### src/rtl/add_pkg.sv
// Shared types and sizing helpers for the adder family.
package add_pkg;

  typedef enum logic [1:0] {
    IDLE = 2'd0,
    RUN  = 2'd1,
    DONE = 2'd2
  } serial_state_t;

  // Bit counter needs at least one bit even when width is 1.
  function automatic int unsigned cnt_width(input int unsigned w);
    return ($clog2(w) < 1) ? 1 : $clog2(w);
  endfunction

endpackage

### src/rtl/serial_adder_if.sv
// Operand/result handshake bundle for the bit-serial adder.
interface serial_adder_if #(
  parameter int unsigned WIDTH = 4
);
  logic             in_valid;
  logic             in_ready;
  logic [WIDTH-1:0] a;
  logic [WIDTH-1:0] b;
  logic             cin;
  logic             out_valid;
  logic             out_ready;
  logic [WIDTH-1:0] sum;
  logic             cout;
  logic             busy;

  modport master (
    output in_valid, a, b, cin, out_ready,
    input  in_ready, out_valid, sum, cout, busy
  );

  modport slave (
    input  in_valid, a, b, cin, out_ready,
    output in_ready, out_valid, sum, cout, busy
  );
endinterface

### src/rtl/full_adder.sv
// One-bit full adder built from and/xor/or gate cells.
module full_adder (
  input  logic a,
  input  logic b,
  input  logic ci,
  output logic s,
  output logic co
);
  logic ab_x;
  logic ab_a;
  logic cx_a;

  assign ab_x = a ^ b;
  assign ab_a = a & b;
  assign cx_a = ci & ab_x;
  assign s    = ab_x ^ ci;
  assign co   = ab_a | cx_a;
endmodule

### src/rtl/serial_adder.sv
// Bit-serial adder: operands are added LSB-first through one full-adder cell, one bit per clock.
module serial_adder
  import add_pkg::*;
#(
  parameter int unsigned WIDTH = 4
) (
  input  logic           clk,
  input  logic           rst_n,
  serial_adder_if.slave  bus
);
  localparam int unsigned CntW = cnt_width(WIDTH);

  serial_state_t state_q, state_d;

  logic [WIDTH-1:0] a_q, a_d;
  logic [WIDTH-1:0] b_q, b_d;
  logic [WIDTH-1:0] acc_q, acc_d;
  logic [WIDTH-1:0] sum_q, sum_d;
  logic             carry_q, carry_d;
  logic             cout_q, cout_d;
  logic [CntW-1:0]  cnt_q, cnt_d;

  logic             in_ready;
  logic             out_valid;
  logic             busy;
  logic             accept;
  logic             last;
  logic             fa_s;
  logic             fa_co;
  logic [WIDTH:0]   acc_cat;
  logic [WIDTH-1:0] acc_shift;

  full_adder u_fa (
    .a  (a_q[0]),
    .b  (b_q[0]),
    .ci (carry_q),
    .s  (fa_s),
    .co (fa_co)
  );

  assign accept = bus.in_valid && in_ready;
  assign last   = (cnt_q == CntW'(WIDTH - 1));

  // Shift the new sum bit in at the MSB; the concat form also covers WIDTH == 1.
  assign acc_cat   = {fa_s, acc_q} >> 1;
  assign acc_shift = acc_cat[WIDTH-1:0];

  // State register
  always_ff @(posedge clk or negedge rst_n) begin
    if (!rst_n) begin
      state_q <= IDLE;
    end else begin
      state_q <= state_d;
    end
  end

  // Next-state logic
  always_comb begin
    state_d = state_q;
    unique case (state_q)
      IDLE:    if (accept) state_d = RUN;
      RUN:     if (last) state_d = DONE;
      DONE:    if (bus.out_ready) state_d = IDLE;
      default: state_d = IDLE;
    endcase
  end

  // Output decode
  always_comb begin
    in_ready  = 1'b0;
    out_valid = 1'b0;
    busy      = 1'b0;
    unique case (state_q)
      IDLE: in_ready = 1'b1;
      RUN:  busy     = 1'b1;
      DONE: begin
        out_valid = 1'b1;
        busy      = 1'b1;
      end
      default: in_ready = 1'b0;
    endcase
  end

  // Datapath next-state
  always_comb begin
    a_d     = a_q;
    b_d     = b_q;
    acc_d   = acc_q;
    carry_d = carry_q;
    cnt_d   = cnt_q;
    sum_d   = sum_q;
    cout_d  = cout_q;
    unique case (state_q)
      IDLE: begin
        if (accept) begin
          a_d     = bus.a;
          b_d     = bus.b;
          carry_d = bus.cin;
          acc_d   = '0;
          cnt_d   = '0;
        end
      end
      RUN: begin
        a_d     = a_q >> 1;
        b_d     = b_q >> 1;
        acc_d   = acc_shift;
        carry_d = fa_co;
        cnt_d   = cnt_q + CntW'(1);
        // Result registers only change on the final bit, so they hold the prior result meanwhile.
        if (last) begin
          sum_d  = acc_shift;
          cout_d = fa_co;
        end
      end
      default: ;
    endcase
  end

  always_ff @(posedge clk or negedge rst_n) begin
    if (!rst_n) begin
      a_q     <= '0;
      b_q     <= '0;
      acc_q   <= '0;
      sum_q   <= '0;
      carry_q <= 1'b0;
      cout_q  <= 1'b0;
      cnt_q   <= '0;
    end else begin
      a_q     <= a_d;
      b_q     <= b_d;
      acc_q   <= acc_d;
      sum_q   <= sum_d;
      carry_q <= carry_d;
      cout_q  <= cout_d;
      cnt_q   <= cnt_d;
    end
  end

  assign bus.in_ready  = in_ready;
  assign bus.out_valid = out_valid;
  assign bus.busy      = busy;
  assign bus.sum       = sum_q;
  assign bus.cout      = cout_q;

endmodule
### src/flat_wrapper.sv
// flat-port wrapper written by rule: the top's interface ports become plain ports
module serial_adder_flat import add_pkg::*;
#(
  parameter int unsigned WIDTH = 4
)
  (clk, rst_n, bus_in_valid, bus_a, bus_b, bus_cin, bus_out_ready, bus_in_ready, bus_out_valid, bus_sum, bus_cout, bus_busy);
  serial_adder_if #(.WIDTH(WIDTH)) bus_i ();
  input  logic clk;
  input  logic rst_n;
  input wire logic [$bits(bus_i.in_valid)-1:0] bus_in_valid;
  input wire logic [$bits(bus_i.a)-1:0] bus_a;
  input wire logic [$bits(bus_i.b)-1:0] bus_b;
  input wire logic [$bits(bus_i.cin)-1:0] bus_cin;
  input wire logic [$bits(bus_i.out_ready)-1:0] bus_out_ready;
  output wire logic [$bits(bus_i.in_ready)-1:0] bus_in_ready;
  output wire logic [$bits(bus_i.out_valid)-1:0] bus_out_valid;
  output wire logic [$bits(bus_i.sum)-1:0] bus_sum;
  output wire logic [$bits(bus_i.cout)-1:0] bus_cout;
  output wire logic [$bits(bus_i.busy)-1:0] bus_busy;
  assign bus_i.in_valid = bus_in_valid;
  assign bus_i.a = bus_a;
  assign bus_i.b = bus_b;
  assign bus_i.cin = bus_cin;
  assign bus_i.out_ready = bus_out_ready;
  assign bus_in_ready = bus_i.in_ready;
  assign bus_out_valid = bus_i.out_valid;
  assign bus_sum = bus_i.sum;
  assign bus_cout = bus_i.cout;
  assign bus_busy = bus_i.busy;
  serial_adder #(.WIDTH(WIDTH)) u_core (.clk(clk), .rst_n(rst_n), .bus(bus_i));
endmodule
### config.mk
export PLATFORM = sky130hd
export DESIGN_NAME = serial_adder_flat
export DESIGN_NICKNAME = d
export VERILOG_FILES = /design/src/rtl/add_pkg.sv /design/src/rtl/serial_adder_if.sv /design/src/rtl/full_adder.sv /design/src/rtl/serial_adder.sv /design/src/flat_wrapper.sv
export SDC_FILE = /design/constraint.sdc
export NUM_CORES = 1
export LEC_CHECK = 0
export CORE_MARGIN = 10
export CORE_UTILIZATION = 53
export CTS_CLUSTER_DIAMETER = 40
export DETAILED_ROUTE_END_ITERATION = 8
export PLACE_DENSITY = 0.8
export SYNTH_ARGS = -nofsm -noshare
export SYNTH_HDL_FRONTEND = slang
export SYNTH_HIERARCHICAL = 1
export SYNTH_SLANG_ARGS = --single-unit
### constraint.sdc
create_clock -name clk -period 2.5 [get_ports clk]
set_input_delay 0.5 -clock clk [delete_from_list [all_inputs] [get_ports clk]]
set_output_delay 0.5 -clock clk [all_outputs]
set_load 0.1 [all_outputs]
== Word level (Yosys, flattened, before mapping) ==
Cells that the tools add are included.

* Bits in registers: 22
* Output and inout port bits: 8
* Word-level logic and storage cells: 44

* Add/sub/neg operators: 1
* Equality and inequality tests: 6
* Multiplexer cells: 17
* Bitwise logic cells: 5
* Reduce and logical (&&, ||, !) cells: 7

{| class="wikitable"
|+ Operator list
! operator !! number
|-
| 4-bit case mux with 2 select lines || 3
|-
| 4-bit two-way mux || 3
|-
| 2-bit two-way mux || 4
|-
| 2-bit case mux with 3 select lines || 1
|-
| 2-bit equality test, second input constant || 2
|-
| 1-bit two-way mux || 4
|-
| 2-bit by 1-bit inequality test with 1-bit output, second input constant || 2
|-
| 2-bit case mux with 2 select lines || 1
|-
| 2-bit AND reduction || 2
|-
| 3-bit AND reduction || 1
|-
| 2-bit by 1-bit adder with 2-bit output, second input constant || 1
|-
| 1-bit AND || 2
|-
| 2-bit by 1-bit equality test with 1-bit output, second input constant || 1
|-
| 2-bit logical NOT || 1
|-
| 2-bit inequality test, second input constant || 1
|-
| 1-bit case mux with 2 select lines || 1
|-
| 2-bit nonzero test || 1
|-
| 2-bit OR reduction || 1
|-
| 1-bit XOR || 2
|-
| 1-bit logical AND || 1
|-
| 1-bit OR || 1
|}

== Longest topological paths before layout ==
Gate-level depths: netlist of run 1.

* Word-level depth: 5
* Gate-level depth with buffers: 8
* Gate-level depth less buffers: 5

== By module ==
The synthesis of run 1 kept the hierarchy.

{| class="wikitable"
|+ By module, submodules not included
! module !! times used !! cells each !! area an instance (um^2)
|-
| serial_adder || 1 || 90 || 1023.5
|-
| full_adder || 1 || 1 || 20.0
|}

== Worst setup path before layout of run 1 ==
No wires, ideal clock.

* Path kind: reg2reg
* From: reg u_core.state_q[0]
* To: reg u_core.b_q[2]
* Arrival time: 2214 ps
* Required time: 2374 ps
* Setup slack: 160 ps
* Cell stages (with the launch flop): 9
* Clock period less this slack: 2340 ps
* Cell sequence: dfrtp_1 -> inv_1 -> ha_1 -> buf_4 -> and2b_1 -> buf_6 -> nor2_4 -> buf_6 -> a221o_1

* Longest elaborated chain between the ends: 5

{| class="wikitable"
|+ Ends and longest elaborated chain
! what !! RTL line !! RTL
|-
| start, declared || serial_adder.sv:13 || <nowiki>serial_state_t state_q, state_d;</nowiki>
|-
| start signal, assigned || serial_adder.sv:53 || <nowiki>state_q <= state_d;</nowiki>
|-
| 2-bit logical NOT || serial_adder.sv:73 || <nowiki>unique case (state_q)</nowiki>
|-
| 1-bit two-way mux || serial_adder.sv:73 ||
|-
| net bus_in_ready || flat_wrapper.sv:15 || <nowiki>output wire logic [$bits(bus_i.in_ready)-1:0] bus_in_ready;</nowiki>
|-
| 1-bit logical AND || serial_adder.sv:41 || <nowiki>assign accept = bus.in_valid && in_ready;</nowiki>
|-
| 2-bit by 1-bit inequality test with 1-bit output (no source line) || -- ||
|-
| 2-bit AND reduction (no source line) || -- ||
|-
| end signal, assigned || serial_adder.sv:122 || <nowiki>b_q <= '0;</nowiki>
|-
| end signal, assigned || serial_adder.sv:130 || <nowiki>b_q <= b_d;</nowiki>
|-
| end, declared || serial_adder.sv:16 || <nowiki>logic [WIDTH-1:0] b_q, b_d;</nowiki>
|}

The timed path passes the listed nets, and every way through them passes these cells.
A chain may end at the register's enable or synchronous reset.

== Worst setup path after layout of run 1 ==
* From: reg u_core.state_q[0]
* To: out bus_busy

* Longest elaborated chain between the ends: 3

{| class="wikitable"
|+ Ends and longest elaborated chain
! what !! RTL line !! RTL
|-
| 2-bit by 1-bit equality test with 1-bit output / 2-bit equality test (equally long branches) || serial_adder.sv:73 ||
|-
| 2-bit OR reduction (no source line) * || -- ||
|-
| 1-bit two-way mux * || serial_adder.sv:73 ||
|-
| end, declared || flat_wrapper.sv:19 || <nowiki>output wire logic [$bits(bus_i.busy)-1:0] bus_busy;</nowiki>
|}

Mark *: on every way between the ends. The rest lies on a longest branch, timed or not.

==> results.cfg, run 1 <==
[grt]
grt_max_degree = 22
met1_usage = 0.140
grt_use_total = 0.108
antenna_found_initial = 0
grt-busiest-layer = met2
grt_pass1_vias = 800
grt_util_met3 = 0.0418
grt_first_pass_wirelength_mm = 3.69
grt_overflow = 0
met2_usage = 0.158

[clock_network]
clkTransAtPathRegs_ns = 0.12
cts_buffers = 3
cts_setup_buffers = 0
cts_tree = built
clock_sinks = 21
clk_latency_ns = 0.30
clk_path_buf_depth = 2
htree_levels = 1
cts_root_buf = clkbuf_4
cts_hold_buf = 0
cts_resized = 0

[min_path]
holdPathStages = 1
hp-class = register to register

[critical_path]
path_depth = 3
path_buf_inv = 2
cp.required_ns = 2.00
critPathLaunchType = register
critPathArrivalTime_ns = 1.32
crit_family = flip-flops
crit_chain = inv_1 -> ha_1 -> buf_4
criticalPathCategory = register to output pin
cp_slowest_cell = dfrtp_1
slowest_delay_ns = 0.39
crit_path_end_kind = output pin
r2r_cells = 5
cp_max_fo = 3

[placement]
place_congestion = 0.772
dpl.hpwl_mm = 1.59
port_buffers = 20

[detailed_routing]
first_pass_iters = 4
routedWlPerCell_um = 15.2
via_per_inst = 5.75
wl_mm = 2.08
drt_iter0_markers = 27
final_antenna_net_count = 0
vias = 788
drc = 0

[yosys]
synth-edff-count = 0
syn_area_per_cell_um2 = 11.5
ys_types = 23
ys_top_cells_by_area = dfrtp_1 (50%), a221o_1 (6.7%), mux2_1 (5.4%)
synth_largest_area_cell = dfrtp_1
ys_warn_count = 6
synth.top_cell.area_share = 0.504
synth_area_um2 = 1040
synth_nets = 109
yosysSeqAreaShare = 0.504
synthCells = 91
ys.flop_type = dfrtp_1
synthArstFlopShare = 1.00
ys_seq_elements = 21

[sta]
fin_crit_ns = 1.82
slew_headroom = 0.708
setup_viol = 0
slew_viol_final = 0
period_share = 0.730
hold_violations = 0
rsz0062_at_grt = no
tightest_slew_ns = 0.439
fin_skew_ns = 0.00596
fmax_mhz = 548
finalSetupTns_ns = 0

[final_layout]
area_growth_pct = 22.2
drive_gt1_frac = 0.152
fin_util = 0.708
final_nets = 131
antennaDiodeCount = 0

[floorplan]
num_rows = 15
fp.dieH_um = 64.4
dieArea_um2 = 4140
ioPinCount = 21
start_util = 0.579
die_x_um = 64.4
fp.coreArea_um2 = 1800

[run_status]
status = finished, final reports clean

[flow_run]
drv_cap = 0
Yosys cell counts (all sizes together), types with 2 or more instances:
| master | instances |
|---|---|
| a221o | 7 |
| a21oi | 8 |
| nand2 | 3 |
| o21ai | 3 |
| nand2b | 9 |
| a31oi | 4 |
| dfrtp | 21 |
| inv | 3 |
| ha | 4 |
| clkbuf | 2 |
| and3 | 2 |
| mux2 | 6 |
| buf | 4 |
| a22o | 4 |
| nand3 | 6 |
cells by family after synthesis:
family,after synthesis,synth area share
fa+ha+maj,5,0.0671
flops,21,0.504
compound gates,26,0.177
simple gates,23,0.132
buf+inv,10,0.0552
mux,6,0.0647
placed cells by master (no fill, tap or decap):
cell,netlist,routed
a21oi_1,8,8
a221o_1,7,7
a22o_1,4,4
a31oi_1,4,4
and2b_1,1,1
and3_1,2,2
and4_1,1,1
buf_12,0,1
buf_4,1,10
clkbuf_4,0,3
clkdlybuf4s50_1,0,12
clkinv_1,1,1
clkinv_2,0,1
dfrtp_1,21,21
fa_1,1,1
ha_1,4,4
inv_1,3,3
mux2_1,5,5
mux2_2,1,1
nand2_1,3,3
nand2b_1,9,9
nand3_1,6,6
nor2_4,1,1
o21ai_1,3,3
registers in the layout, indices dropped and copies added, names as in the netlist:
signal           count
u_core/bus.cout      1
u_core/b_q           4
u_core/a_q           4
u_core/acc_q         3
u_core/carry_q       1
u_core/bus.sum       4
u_core/state_q       2
u_core/cnt_q         2
path summary, 6_finish.rpt:
kind / endpoint / slack (ns) / startpoint
worst min-delay path: u_core/bus.sum[1] / 0.50 / u_core/bus.sum[1]
worst max register to register: u_core/a_q[1] / 0.71 / u_core/state_q[0]
max in group asynchronous: u_core/acc_q[3] / 1.77 / rst_n
min in group asynchronous: u_core/b_q[0] / 0.52 / rst_n
worst max-delay path: bus_busy / 0.68 / u_core/state_q[0]
worst min register to register: u_core/bus.sum[1] / 0.50 / u_core/bus.sum[1]
worst register-to-register path: stages (launching register included):
cell and delay [ns]:
dfrtp_1 0.42, inv_1 0.09, ha_1 0.29, and2b_1 0.39, nor2_4 0.13, a221o_1 0.37
final cells by class:
cell class,count,area [um^2]
Clock inverter,1,5.00
Clock buffer,3,22.5
Fill cell,138,527
Multi-Input combinational cell,60,460
Inverter,4,15.0
Tap cell,25,31.3
Timing Repair Buffer,23,215
Sequential cell,21,526
metrics by stage:
step	setup slack (ns)	hold WS (ns)	instances	area, um^2
3_5_place_dp	0.441	0.482	133	1250
3_3_place_gp	0.513	0.475	133	1250
2_1_floorplan	0.160	0.204	91	1040
4_1_cts	0.660	0.509	137	1270
5_1_grt	0.598	0.528	137	1270
6_report	0.676	0.501	137	1270
metal layers:
metal,part of all wire,wire [um]
met1,0.46,953
met2,0.46,961
met3,0.073,152
met4,0.0058,12
met5,0,0
Power of run 1 is not shown: default switching activity piles up to over one toggle a cycle in this logic, so the estimate is an artifact.
==> run 2, diff against run 1 <==
--- a/config.mk
+++ b/config.mk
@@ -6,10 +6,10 @@
 export NUM_CORES = 1
 export LEC_CHECK = 0
 export CORE_MARGIN = 10
-export CORE_UTILIZATION = 53
+export CORE_UTILIZATION = 49
 export CTS_CLUSTER_DIAMETER = 40
 export DETAILED_ROUTE_END_ITERATION = 8
-export PLACE_DENSITY = 0.8
+export PLACE_DENSITY = 0.75
 export SYNTH_ARGS = -nofsm -noshare
 export SYNTH_HDL_FRONTEND = slang
 export SYNTH_HIERARCHICAL = 1
==> constraint.sdc (replaced) <==
create_clock -name clk -period 1.8 [get_ports clk]
set_input_delay 0.36 -clock clk [delete_from_list [all_inputs] [get_ports clk]]
set_output_delay 0.36 -clock clk [all_outputs]
set_load 0.1 [all_outputs]
==> run 2 against run 1 <==
Net effect: core utilization down 0.76 points; flip-flop and latch count unchanged; wire length up 5.6%; design area up 9.9%; first-iteration DRC count up 7.4%; clock skew down 0.0046 ns; sequential share of layout area down 3.7 points; via count up 0.38%; non-clock buffer count up 3; count of clock-buffer cells in the layout up 1.
==> results.cfg, run 2 (synthesis gave the netlist of run 1 again) <==
[sta]
fin_skew_ns = 0.00139
rsz0062_at_grt = no
slew_headroom = 0.720
period_share = 0.897
tightest_slew_ns = 0.417
fin_crit_ns = 1.61
slew_viol_final = 0
setup_viol = 0
hold_violations = 0
finalSetupTns_ns = 0
fmax_mhz = 620

[final_layout]
final_nets = 134
area_growth_pct = 34.3
layout_common_cells = dfrtp_1 (21), clkdlybuf4s50_1 (12), nand2b_1 (9), buf_12 (8), a21oi_1 (8)
nFillCells = 154
multi_input_area_um2 = 475
drive_gt1_frac = 0.191
regArea_um2 = 526
antennaDiodeCount = 0
final_common_cell = dfrtp_1

[critical_path]
crit_chain = inv_1 -> ha_4 -> and2b_1 -> nor2_4 -> a221o_1
cp_max_fo = 12
criticalPathCategory = register to register
critPathLaunchType = register
crit_family = flip-flops
crit_path_end_kind = register
cp.required_ns = 1.99
critPathArrivalTime_ns = 1.80
cp_slowest_cell = dfrtp_1
slowest_delay_ns = 0.42
path_buf_inv = 1

[grt]
grt_pass1_vias = 772
grt_max_degree = 22
grt_first_pass_wirelength_mm = 3.60
antenna_found_initial = 0
grt_use_total = 0.104
grt_overflow = 0

[flow_run]
drv_cap = 0

[placement]
port_buffers = 20
place_congestion = 0.753
dpl.hpwl_mm = 1.70

[min_path]
hp-class = input pin to async pin

[detailed_routing]
first_pass_iters = 4
routedWlPerCell_um = 15.5
wl_mm = 2.20
vias = 791
drt_iter0_markers = 29
via_per_inst = 5.57
final_antenna_net_count = 0
drc = 0

[clock_network]
clk_latency_ns = 0.29
htree_levels = 1
cts_tree = built
cts_root_buf = clkbuf_4
clock_sinks = 21
cts_buffers = 3
clk_path_buf_depth = 2
clkTransAtPathRegs_ns = 0.11
cts_hold_buf = 0
cts_setup_buffers = 0
cts_resized = 0

[floorplan]
dieArea_um2 = 4380
die_x_um = 66.1
num_rows = 16
ioPinCount = 21
fp.coreArea_um2 = 2000
start_util = 0.521
fp.dieH_um = 66.1

[run_status]
status = finished, final reports clean
[run 2: cell types whose count changed in the layout (fill, tap and decap cells not counted), sizes merged]
cell | before | now
buf | 11 | 14
clkinv | 2 | 1
clkbuf | 3 | 4
[run 2: stage by stage]
stage	instances	instance area, um^2	setup WS (ns)	hold slack, ns	utilization
2_1_floorplan	91	1060	0.00807	0.0644	-
3_3_place_gp	138	1380	0.0642	0.473	0.687
3_5_place_dp	138	1380	0.00955	0.489	0.687
4_1_cts	142	1400	0.170	0.389	0.700
5_1_grt	142	1400	0.109	0.390	0.700
6_report	142	1400	0.186	0.388	0.700
[run 2: final timing paths]
path | startpoint | endpoint | slack (ns) | cells past startpoint
hold / removal | rst_n | u_core/b_q[1] | 0.39 | 2
hold reg to reg | u_core/acc_q[1] | u_core/bus.sum[0] | 0.51 | 1
min in group clk | u_core/acc_q[1] | u_core/bus.sum[0] | 0.51 | 1
setup reg to reg | u_core/state_q[0] | u_core/a_q[1] | 0.19 | 5
setup / recovery | u_core/state_q[0] | u_core/a_q[1] | 0.19 | 5
max in group asynchronous | rst_n | u_core/bus.sum[0] | 1.20 | 2
[run 2: final cells by class]
| type | instances | area share |
|---|---|---|
| Sequential cell | 21 | 0.375 |
| Clock buffer | 4 | 0.0188 |
| Multi-Input combinational cell | 60 | 0.339 |
| Timing Repair Buffer | 26 | 0.232 |
| Tap cell | 27 | 0.0241 |
| Inverter | 4 | 0.0107 |
[run 2: routing by layer]
layer,GRT usage,share of wire,vias to the layer above
li1,-,-,384
met1,0.132,0.45,382
met5,0,0,-
met4,0.0445,0.010,0
met2,0.158,0.48,21
met3,0.0339,0.061,4
Power of run 2 is left out for the same reason.
